--- src/rtl/calc_pkg.sv ---
// calc_seq shared types: opcodes and control FSM states.
package calc_pkg;

  typedef enum logic [1:0] {
    OP_ADD = 2'b00,
    OP_SUB = 2'b01,
    OP_MUL = 2'b10,
    OP_DIV = 2'b11
  } op_t;

  typedef enum logic [1:0] {
    IDLE = 2'd0,
    EXEC = 2'd1,
    DONE = 2'd2
  } state_t;

endpackage

--- src/rtl/calc_muldiv.sv ---
// Iterative W-step engine: shift-add multiply (mode=0), restoring divide (mode=1).
module calc_muldiv #(
  parameter int W = 8
) (
  input  logic           clk,
  input  logic           rst,
  input  logic           start,
  input  logic           mode,
  input  logic [W-1:0]   a,
  input  logic [W-1:0]   b,
  output logic           busy,
  output logic           done,
  output logic [2*W-1:0] prod_or_quot,
  output logic [W-1:0]   rem
);

  localparam int CW = $clog2(W);

  logic           r_mode;
  logic           r_busy;
  logic [CW-1:0]  r_cnt;
  logic [2*W-1:0] r_acc;
  logic [2*W-1:0] r_x;
  logic [W-1:0]   r_y;

  logic           w_mode;
  logic [2*W-1:0] w_acc;
  logic [2*W-1:0] w_x;
  logic [W-1:0]   w_y;
  logic [2*W-1:0] w_nacc;
  logic [2*W-1:0] w_nx;
  logic [W-1:0]   w_ny;
  logic [W:0]     w_t;
  logic [W:0]     w_tsub;
  logic           w_ge;

  // The first step runs on the start edge itself, straight from the operands.
  always_comb begin
    w_mode = start ? mode : r_mode;
    w_acc  = r_acc;
    w_x    = r_x;
    w_y    = r_y;
    if (start) begin
      w_acc = '0;
      w_x   = mode ? {{W{1'b0}}, b} : {{W{1'b0}}, a};
      w_y   = mode ? a : b;
    end
    w_t    = {w_acc[W-1:0], w_y[W-1]};
    w_tsub = w_t - {1'b0, w_x[W-1:0]};
    w_ge   = ~w_tsub[W];
    w_nacc = w_acc;
    w_nx   = w_x;
    w_ny   = w_y;
    if (w_mode) begin
      w_nacc = {{W{1'b0}}, w_ge ? w_tsub[W-1:0] : w_t[W-1:0]};
      w_ny   = {w_y[W-2:0], w_ge};
    end else begin
      if (w_y[0]) w_nacc = w_acc + w_x;
      w_nx = {w_x[2*W-2:0], 1'b0};
      w_ny = {1'b0, w_y[W-1:1]};
    end
  end

  always_ff @(posedge clk) begin
    if (rst) begin
      r_mode <= 1'b0;
      r_busy <= 1'b0;
      r_cnt  <= '0;
      r_acc  <= '0;
      r_x    <= '0;
      r_y    <= '0;
    end else if (start) begin
      r_mode <= mode;
      r_busy <= 1'b1;
      r_cnt  <= CW'(W-1);
      r_acc  <= w_nacc;
      r_x    <= w_nx;
      r_y    <= w_ny;
    end else if (r_busy) begin
      r_cnt <= r_cnt - 1'b1;
      r_acc <= w_nacc;
      r_x   <= w_nx;
      r_y   <= w_ny;
      if (r_cnt == CW'(1)) r_busy <= 1'b0;
    end
  end

  assign busy         = r_busy;
  assign done         = r_busy && (r_cnt == CW'(1));
  assign prod_or_quot = r_mode ? {{W{1'b0}}, r_y} : r_acc;
  assign rem          = r_mode ? r_acc[W-1:0] : '0;

endmodule

--- src/rtl/calc_seq.sv ---
// Handshaked calculator: add/sub in one cycle, mul/div via calc_muldiv.
module calc_seq
  import calc_pkg::*;
#(
  parameter int W = 8
) (
  input  logic           clk,
  input  logic           rst,
  input  logic           in_valid,
  output logic           in_ready,
  input  logic [W-1:0]   a,
  input  logic [W-1:0]   b,
  input  logic [1:0]     opc,
  output logic           out_valid,
  input  logic           out_ready,
  output logic [2*W-1:0] result,
  output logic [W-1:0]   rem,
  output logic           carry,
  output logic           neg,
  output logic           dz
);

  state_t         r_state;
  logic [2*W-1:0] r_result;
  logic [W-1:0]   r_rem;
  logic           r_carry;
  logic           r_neg;
  logic           r_dz;
  logic           r_sel;

  op_t            w_op;
  logic [W:0]     w_sum;
  logic [W:0]     w_diff;
  logic           w_bz;
  logic           w_start;
  logic           w_busy;
  logic           w_done;
  logic [2*W-1:0] w_eres;
  logic [W-1:0]   w_erem;

  assign w_op    = op_t'(opc);
  assign w_sum   = {1'b0, a} + {1'b0, b};
  assign w_diff  = {1'b0, a} - {1'b0, b};
  assign w_bz    = (b == '0);
  assign w_start = (r_state == IDLE) && in_valid &&
                   ((w_op == OP_MUL) ||
                    ((w_op == OP_DIV) && !w_bz));

  calc_muldiv #(.W(W)) u_muldiv (
    .clk          (clk),
    .rst          (rst),
    .start        (w_start),
    .mode         (w_op == OP_DIV),
    .a            (a),
    .b            (b),
    .busy         (w_busy),
    .done         (w_done),
    .prod_or_quot (w_eres),
    .rem          (w_erem)
  );

  always_ff @(posedge clk) begin
    if (rst) begin
      r_state  <= IDLE;
      r_result <= '0;
      r_rem    <= '0;
      r_carry  <= 1'b0;
      r_neg    <= 1'b0;
      r_dz     <= 1'b0;
      r_sel    <= 1'b0;
    end else begin
      case (r_state)
        IDLE: begin
          if (in_valid) begin
            r_result <= '0;
            r_rem    <= '0;
            r_carry  <= 1'b0;
            r_neg    <= 1'b0;
            r_dz     <= 1'b0;
            r_sel    <= 1'b0;
            case (w_op)
              OP_ADD: begin
                r_result <= {{(W-1){1'b0}}, w_sum};
                r_carry  <= w_sum[W];
                r_state  <= DONE;
              end
              OP_SUB: begin
                r_result <= {{W{1'b0}}, w_diff[W-1:0]};
                r_neg    <= w_diff[W];
                r_state  <= DONE;
              end
              OP_MUL: r_state <= EXEC;
              default: begin
                if (w_bz) begin
                  r_rem   <= a;
                  r_dz    <= 1'b1;
                  r_state <= DONE;
                end else begin
                  r_state <= EXEC;
                end
              end
            endcase
          end
        end
        // Engine drops busy only after done, so !busy here is purely a recovery path.
        EXEC: begin
          if (w_done || !w_busy) begin
            r_sel   <= 1'b1;
            r_state <= DONE;
          end
        end
        DONE: begin
          if (out_ready) r_state <= IDLE;
        end
        default: r_state <= IDLE;
      endcase
    end
  end

  assign in_ready  = (r_state == IDLE);
  assign out_valid = (r_state == DONE);
  assign result    = r_sel ? w_eres : r_result;
  assign rem       = r_sel ? w_erem : r_rem;
  assign carry     = r_carry;
  assign neg       = r_neg;
  assign dz        = r_dz;

endmodule

--- config.mk ---
export PLATFORM = sky130hd
export DESIGN_NAME = calc_seq
export DESIGN_NICKNAME = d
export VERILOG_FILES = /design/src/rtl/calc_pkg.sv /design/src/rtl/calc_muldiv.sv /design/src/rtl/calc_seq.sv
export SDC_FILE = /design/constraint.sdc
export NUM_CORES = 1
export LEC_CHECK = 0
export ABC_AREA = 1
export CAP_MARGIN = 10
export CORE_MARGIN = 3
export CORE_UTILIZATION = 35
export CTS_BUF_LIST = sky130_fd_sc_hd__clkbuf_16
export DETAILED_ROUTE_END_ITERATION = 8
export PLACE_DENSITY = 0.57
export SETUP_SLACK_MARGIN = 0.05
export SYNTH_ARGS = -nofsm -noshare
export SYNTH_HDL_FRONTEND = slang
export SYNTH_HIERARCHICAL = 1
export SYNTH_SLANG_ARGS = --single-unit
--- constraint.sdc ---
create_clock -name clk -period 4.6 [get_ports clk]
set_input_delay 0.46 -clock clk [delete_from_list [all_inputs] [get_ports clk]]
set_output_delay 0.46 -clock clk [all_outputs]
set_load 0.02 [all_outputs]
After elaboration in Yosys (flattened, before gate mapping)

Index checks and enable logic that the tools add are counted.

Bits in registers: 75
Bits of input ports: 22
Output and inout port bits: 29
Logic and storage cells: 88

Add/sub/neg operators: 5
Equality and inequality tests: 9
Mux-type cells: 42
Bitwise logic cells: 1
Reductions and logical operators: 18

Operator list:

| operator                                         | number |
|---|---|
| 2-to-1 mux 16 bit                                | 11 |
| 2-to-1 mux 8 bit                                 | 11 |
| one-hot mux 9 bit (2 select lines)               | 1 |
| adder 16 bit                                     | 1 |
| 2-to-1 mux 1 bit                                 | 10 |
| adder 8 x 8 -> 9 bit                             | 1 |
| subtractor 8 x 8 -> 9 bit                        | 1 |
| subtractor 9 x 8 -> 9 bit                        | 1 |
| logical NOT 8 bit                                | 1 |
| 2-to-1 mux 2 bit                                 | 4 |
| == test 2 bit, second input constant             | 3 |
| 2-to-1 mux 3 bit                                 | 2 |
| one-hot mux 2 bit (3 select lines)               | 1 |
| AND reduction 3 bit                              | 2 |
| == test 2 x 1 -> 1 bit, second input constant    | 2 |
| logical AND 1 bit                                | 4 |
| logical NOT 2 bit                                | 2 |
| != test 2 bit, second input constant             | 2 |
| one-hot mux 2 bit (2 select lines)               | 1 |
| nonzero test 2 bit                               | 2 |
| == test 3 x 1 -> 1 bit, second input constant    | 1 |
| OR reduction 3 bit                               | 1 |
| subtractor 3 x 1 -> 3 bit, second input constant | 1 |
| logical NOT 1 bit                                | 2 |
| other kinds (6)                                  | 7 |

Longest topological paths before layout

Depth after elaboration: 11
Mapped depth: 29

Hierarchy

The synthesis kept the hierarchy.

Modules (own cells, without submodules):

| module      | times used | cells each | area each (sq um) | sequential area each (sq um) |
|---|---|---|---|---|
| calc_muldiv | 1          | 706        | 4107.7            | 900.9 |
| calc_seq    | 1          | 329        | 2050.7            | 460.4 |

Least setup slack after synthesis

Ideal clock, no wire load.

Path kind: reg-to-reg
From: register r_state[1]
To: register u_muldiv.r_acc[1]
Library setup time: 0.115 ns
Arrival: 3.408 ns
Data required time: 4.485 ns
Path slack: 1.077 ns
Cell stages (with the launch flop): 26
Buffers on the path: 4
Clock period less this slack: 3.523 ns
Path through: dfxtp_1 > nor2_2 > nand2_2 > clkinv_2 > buf_6 > nand2_1 > inv_1 > buf_4 > clkbuf_1 > a31oi_1 > inv_1 > ha_1 > inv_1 > fa_1 > nand2_1 > inv_1 > nor2_1 > nand2_1 > nand3_2 > nand2_1 > nand2_1 > nand2_1 > buf_6 > o21ai_1 > nor2_1 > o21a_1

Longest elaborated chain between the ends: 9

Ends and longest elaborated chain:

| what                                                      | line                                 | text |
|---|---|---|
| start, declared                                           | calc_seq.sv:23                       | `state_t r_state;` |
| start signal, assigned                                    | calc_seq.sv:64                       | `r_state <= IDLE;` |
| start signal, assigned                                    | calc_seq.sv:85                       | `r_state <= DONE;` |
| start signal, assigned                                    | calc_seq.sv:90                       | `r_state <= DONE;` |
| logical NOT 2 bit *                                       | n/a                                  |  |
| via in_ready                                              | calc_seq.sv:10                       | `output logic in_ready,` |
| logical AND 1 bit * (2 in series)                         | calc_seq.sv:45                       | `assign w_start = (r_state == IDLE) && in_valid &&` |
| via w_start                                               | calc_seq.sv:35                       | `logic w_start;` |
| 2-to-1 mux 16 bit or 2-to-1 mux 8 bit (tied branches)     | calc_muldiv.sv:43                    | `if (start) begin` |
| adder 16 bit or subtractor 9 x 8 -> 9 bit (tied branches) | calc_muldiv.sv:58, calc_muldiv.sv:49 |  |
| 2-to-1 mux 16 bit or 2-to-1 mux 8 bit (tied branches)     | calc_muldiv.sv:58, calc_muldiv.sv:55 |  |
| 2-to-1 mux 16 bit                                         | calc_muldiv.sv:54                    | `if (w_mode) begin` |
| 2-to-1 mux 16 bit                                         | calc_muldiv.sv:79                    | `end else if (r_busy) begin` |
| 2-to-1 mux 16 bit                                         | calc_muldiv.sv:72                    | `end else if (start) begin` |
| end signal, assigned                                      | calc_muldiv.sv:76                    | `r_acc <= w_nacc;` |
| end signal, assigned                                      | calc_muldiv.sv:81                    | `r_acc <= w_nacc;` |
| end, declared                                             | calc_muldiv.sv:22                    | `logic [2*W-1:0] r_acc;` |

The timed path passes the listed nets; every way through them passes the cells marked *. The select of a mux whose other input is x is not followed.
A chain may end at the register's enable or synchronous reset.

Final worst setup path

From: input port b[1]
To: register u_muldiv.r_acc[12]

Longest elaborated chain between the ends: 11

Ends and longest elaborated chain:

| what                | line              | text |
|---|---|---|
| start, declared     | calc_seq.sv:12    | `input logic [W-1:0] b,` |
| logical NOT 8 bit * | calc_seq.sv:44    | `assign w_bz = (b == '0);` |
| logical NOT 1 bit * | calc_seq.sv:47    | `((w_op == OP_DIV) && !w_bz));` |
| logical AND 1 bit * | calc_seq.sv:47    |  |
| logical OR 1 bit *  | calc_seq.sv:46    | `((w_op == OP_MUL) \|\|` |
| logical AND 1 bit * | calc_seq.sv:45    |  |
| via w_start         | calc_seq.sv:35    |  |
| 2-to-1 mux 16 bit   | calc_muldiv.sv:43 |  |
| adder 16 bit        | calc_muldiv.sv:58 | `if (w_y[0]) w_nacc = w_acc + w_x;` |
| 2-to-1 mux 16 bit   | calc_muldiv.sv:58 |  |
| 2-to-1 mux 16 bit   | calc_muldiv.sv:54 |  |
| 2-to-1 mux 16 bit   | calc_muldiv.sv:79 |  |
| 2-to-1 mux 16 bit   | calc_muldiv.sv:72 |  |

Marked as above.

==> results by stage <==
Critical path:
- The combined buffer and inverter count along the critical path is 7.
- The worst flop-to-flop path startpoint is r_state[1]$_SDFFE_PP0P_.
- The critical path in this run is classified as in2reg.
- The setup slack of the worst register-to-register path is approximately 1.1 ns.
- The worst register-to-register path ends at u_muldiv/r_acc[12]$_SDFFE_PP0P_.
- The slowest stage cell on the critical path is clkdlybuf4s50_1.
- The data required time of the worst path is a little under 5 ns.
- STA classifies the critical path startpoint as a primary input.
- Of all nets on the critical path, the largest fanout is 19.
- For the worst setup path, the data arrival time is approximately 4.3 ns.
- Traced cell by cell, the critical path runs through clkdlybuf4s50_1 > inv_1 > nand4_1 > nor2_4 > a21boi_1 > nand2_1 > inv_1 > buf_4 > nor2_1 > a31oi_1 > inv_1 > ha_1 > a21oi_1 > inv_1 > a21oi_1 > inv_1 > a21oi_1 > a21oi_1 > o21bai_1 > a21oi_1.
- The critical path's top delay family is compound AO/OA/AOI/OAI gates.
- The delay of the slowest cell on the worst path is 0.59 ns.
- The type of element capturing the critical path is a flop.
- For the worst flop-to-flop path, the logic depth is 18.

Floorplan:
- The floorplan step defined a die boundary enclosing 19220 um^2.
- The initial utilization of the core area, before any placement, comes to 0.3649.
- The x dimension of the die is ~140 um.
- a little over 50 I/O pins were placed.
- The core area is 16880 um^2.
- Measured along the y axis, the die boundary spans about 140 um.
- The number of rows in the core area is 47.

Detailed routing:
- Summing over every cut layer, the via total after detailed routing is about 6600.
- The detailed router finished its first iteration with 520 violations.
- The first-pass iteration count of the detailed router is 5.
- The post-detailed-route via-to-cell ratio is about 5.1.
- The post-route antenna net violation count is 0.
- After detailed routing, the total wire length is ~20000 um.
- The routed length per placed instance is 15.28 um.
- In the routed design, unresolved DRC markers number 0.

Worst hold path:
- The origin of the worst min-delay path is r_rem[2]$_SDFFE_PP0P_.
- The end of the worst hold path is r_rem[2]$_SDFFE_PP0P_.
- The min-delay analysis places its worst path in the category reg2reg.
- The cell count of the worst hold path is 2.

Timing:
- Headroom to the max-slew limit came out at 0.2615.
- The shortest period the worst path allows is about 4.0 ns.
- Of the available clock period, the critical path in the final layout requires 0.8773.
- Adding up every negative setup slack in the final design gives 0 ns.
- The number of endpoints with negative hold slack in the final report came to 0.
- The total setup violations reported at the end of the flow is 0.
- Setup repair after global routing left no endpoint under its margin.
- For the pin with the worst max-slew slack, the measured transition is between 1 and 1.5 ns.
- Clock skew on the completed layout was measured at roughly 0.0076 ns.
- The final-report max-slew violation count is 0.
- The highest achievable clock rate is 247.8 MHz.
- The final worst setup slack is roughly 0.56 ns.

Global route:
- In the global route stage, overall resource usage came out at 0.2033.
- The first global-routing pass estimated approximately 32000 um of wire.
- The number of antenna violations at the first check in global routing is 0.
- The via count of the first global-routing pass is around 5900.
- Global routing finished with a remaining overflow of 0.
- Entering global routing, the biggest net connects 44 pins.

Layout:
- The share of cells above drive strength 1 is 0.06331.
- The number of antenna diodes in the final layout is 0.
- At the end of the flow, the number of nets in the layout was between 1000 and 1500.
- The synthesis-to-layout area growth is 16.13%.

Clock network:
- The register clock-pin slew on the reported worst setup and hold paths is about 0.060 ns.
- The number of buffers inserted by hold repair at cts is 0.
- TritonCTS built the clock tree.
- The clock drives just under 70 sinks.
- The master cell of the clock root buffer is clkbuf_16.
- The clock buffer count from CTS is 9.
- The H-tree was split into 3 levels.
- The clock passes through at most 2 buffers.
- The clock latency of the later-clocked register in the worst-skew pair is 0.34 ns.

Synthesis:
- The complex-gate fraction of the synthesized area is 0.1932.
- The most numerous cell in the Yosys netlist is nand2_1.
- During synthesis, Yosys emitted a total of 6 warnings.
- In this run the cell area of the synthesized design comes to 6158 um^2.
- Of the total synthesized cell area, the portion taken by full adders, half adders and majority gates is 0.09427.
- The basic-gate share of the synthesized area counting and, or, nand and nor cells is 0.3113.
- Dividing the synthesized area by the synthesized cell count gives about 6.0 um^2.
- The cell count after synthesis came out at about 1000.
- Of the post-synthesis cell area, the part taken by muxes is 0.01463.
- Of all cell types, the one taking the most synthesized area is dfxtp_1.
- Synthesis produced a netlist with a net count of 1101.
- The number of unique standard cell types used by synthesis is between 40 and 50.
- After synthesis, the most frequently instantiated cells are nand2_1 (243), inv_1 (193), nor2_1 (95).
- The top cell type's share of synthesized area is 0.2210.
- By area, the combinational part of the netlist is dominated by simple AND/OR/NAND/NOR gates.
- The flip-flop cell with the highest count after synthesis is dfxtp_1.
- In this run, synthesis produced a sequential element count of 68.
- Counting flops with an async set or reset pin after synthesis yields a share of 0.
- The post-synthesis sequential area ratio is 0.2210.
- In this run, synthesis inferred 0 flip-flops with an integrated enable.
- Ranked by total cell area, the synthesized netlist is headed by dfxtp_1 (22%), nand2_1 (15%), inv_1 (12%), ha_1 (8.1%), o21ai_0 (7.1%).
- Of the total synthesized cell area, the portion taken by XOR and XNOR cells is 0.009955.

Power and ir drop:
- The total power per unit cell area is slightly below 300 nW/um^2.
- The cell leakage power is roughly 3.5 nW.
- The maximum vdd ir drop is 0.0001858 V.

Place:
- The HPWL after detailed placement is 14930 um.
- At the placement stage, the worst setup path has a slack of around 0.22 ns.
- At the end of routability-driven placement, the weighted congestion stood at between 0.9 and 1.
- Input and output buffers added on the ports amount to 50.

Status:
- The run finished with clean final reports.

Run:
- The tool flagged a number of max-cap violations equal to 0.
==> flip-flops by register name (all words and copies together) (netlist names) <==
name / count
carry: 1
dz: 1
neg: 1
r_rem: 8
r_result: 9
r_sel: 1
r_state: 2
u_muldiv/busy: 1
u_muldiv/r_acc: 16
u_muldiv/r_cnt: 3
u_muldiv/r_mode: 1
u_muldiv/r_x: 16
u_muldiv/r_y: 8
==> worst max path at each step <==
stage                             from                         endpoint  cells after the start
4_1_cts                           b[1]   u_muldiv/r_acc[1]$_SDFFE_PP0P_                     21
3_5_place_dp                      b[1]  u_muldiv/r_acc[12]$_SDFFE_PP0P_                     20
6_report                          b[1]  u_muldiv/r_acc[12]$_SDFFE_PP0P_                     20
2_1_floorplan  r_state[1]$_SDFFE_PP0P_   u_muldiv/r_acc[1]$_SDFFE_PP0P_                     25
3_3_place_gp                      b[1]  u_muldiv/r_acc[12]$_SDFFE_PP0P_                     20
5_1_grt                           b[1]   u_muldiv/r_acc[4]$_SDFFE_PP0P_                     22
==> cells by family after synthesis <==
family | Yosys count
XOR/XNOR | 7
multiplexers | 8
flip-flops | 68
AND/OR/NAND/NOR | 452
buffers and inverters | 241
adder cells (fa/ha/maj) | 44
AO/OA/AOI/OAI | 215
==> cell usage in the layout, fill, tap and decap left out, types with 4 or more instances in the layout <==
| master | synthesis | final |
|---|---|---|
| ha_1 | 40 | 40 |
| clkdlybuf4s50_1 | 0 | 50 |
| nand2_1 | 243 | 242 |
| nand4_1 | 13 | 13 |
| clkbuf_16 | 0 | 9 |
| nand3_2 | 4 | 4 |
| nor3_1 | 13 | 13 |
| o21ai_0 | 87 | 87 |
| inv_1 | 193 | 193 |
| dfxtp_1 | 68 | 68 |
| o211ai_1 | 13 | 13 |
| xor2_1 | 5 | 5 |
| nand3_1 | 63 | 63 |
| buf_4 | 1 | 14 |
| a31oi_1 | 8 | 7 |
| fa_1 | 4 | 4 |
| nor2_2 | 3 | 4 |
| o22ai_1 | 6 | 6 |
| o21ai_1 | 6 | 6 |
| o21bai_1 | 5 | 5 |
| nand3b_1 | 4 | 4 |
| a21oi_1 | 73 | 73 |
| mux2_2 | 8 | 8 |
| inv_2 | 5 | 5 |
| nor2_1 | 95 | 94 |
| or2_2 | 6 | 6 |
==> stage by stage <==
step	cell area (um^2)	power [mW]	std cells	hold slack (ns)	util
3_5_place_dp	6835	1.369	1278	0.4547	0.4050
5_1_grt	7152	2.246	1294	0.4804	0.4238
2_1_floorplan	6158	1.173	1035	0.4344	-
3_3_place_gp	6835	1.375	1278	0.4531	0.4050
4_1_cts	7143	2.115	1294	0.4640	0.4232
6_report	7152	2.108	1294	0.4621	0.4238
==> worst reg2reg max path, cell delays in order, from the launching register on <==
cell and delay, ns:
dfxtp_1 0.33, nor2_2 0.13, nand2_2 0.07, clkinv_2 0.18, nand2_1 0.12, inv_1 0.19
buf_4 0.27, nor2_1 0.08, a31oi_1 0.33, inv_1 0.13, ha_1 0.38, a21oi_1 0.26
inv_1 0.07, a21oi_1 0.32, inv_1 0.08, a21oi_1 0.17, a21oi_1 0.09, o21bai_1 0.14
a21oi_1 0.08
==> timing repair <==
item / 4_1_cts / 5_1_grt
buffers inserted: 0 / 0
hold endpoints to repair: 0 / 0
resized for setup: 0 / 2
setup endpoints to repair: 0 / 1
==> layout make-up <==
class	instances	area, um^2
Tap cell	220	275.3
Fill cell	1851	9726
Sequential cell	68	1361
Clock inverter	7	82.58
Clock buffer	9	225.2
Timing Repair Buffer	64	605.6
Inverter	200	752.0
Multi-Input combinational cell	726	3850
==> power by group <==
part	total (mW)	switching, mW	internal, mW	leakage, nW
combinational	0.715	0.478	0.237	2.84
sequential	0.659	0.0310	0.628	0.554
clock	0.735	0.305	0.429	0.145
==> metal layers <==
layer  wire length [um]  global-route usage  vias up
li1                   -                   -     3381
met1               9545              0.2905     2989
met2               8810              0.3196      203
met3               1099             0.03379       21
met4                316             0.05149        0
met5                  0                   0        -
No activity file was read; power rests on OpenSTA's default activity.
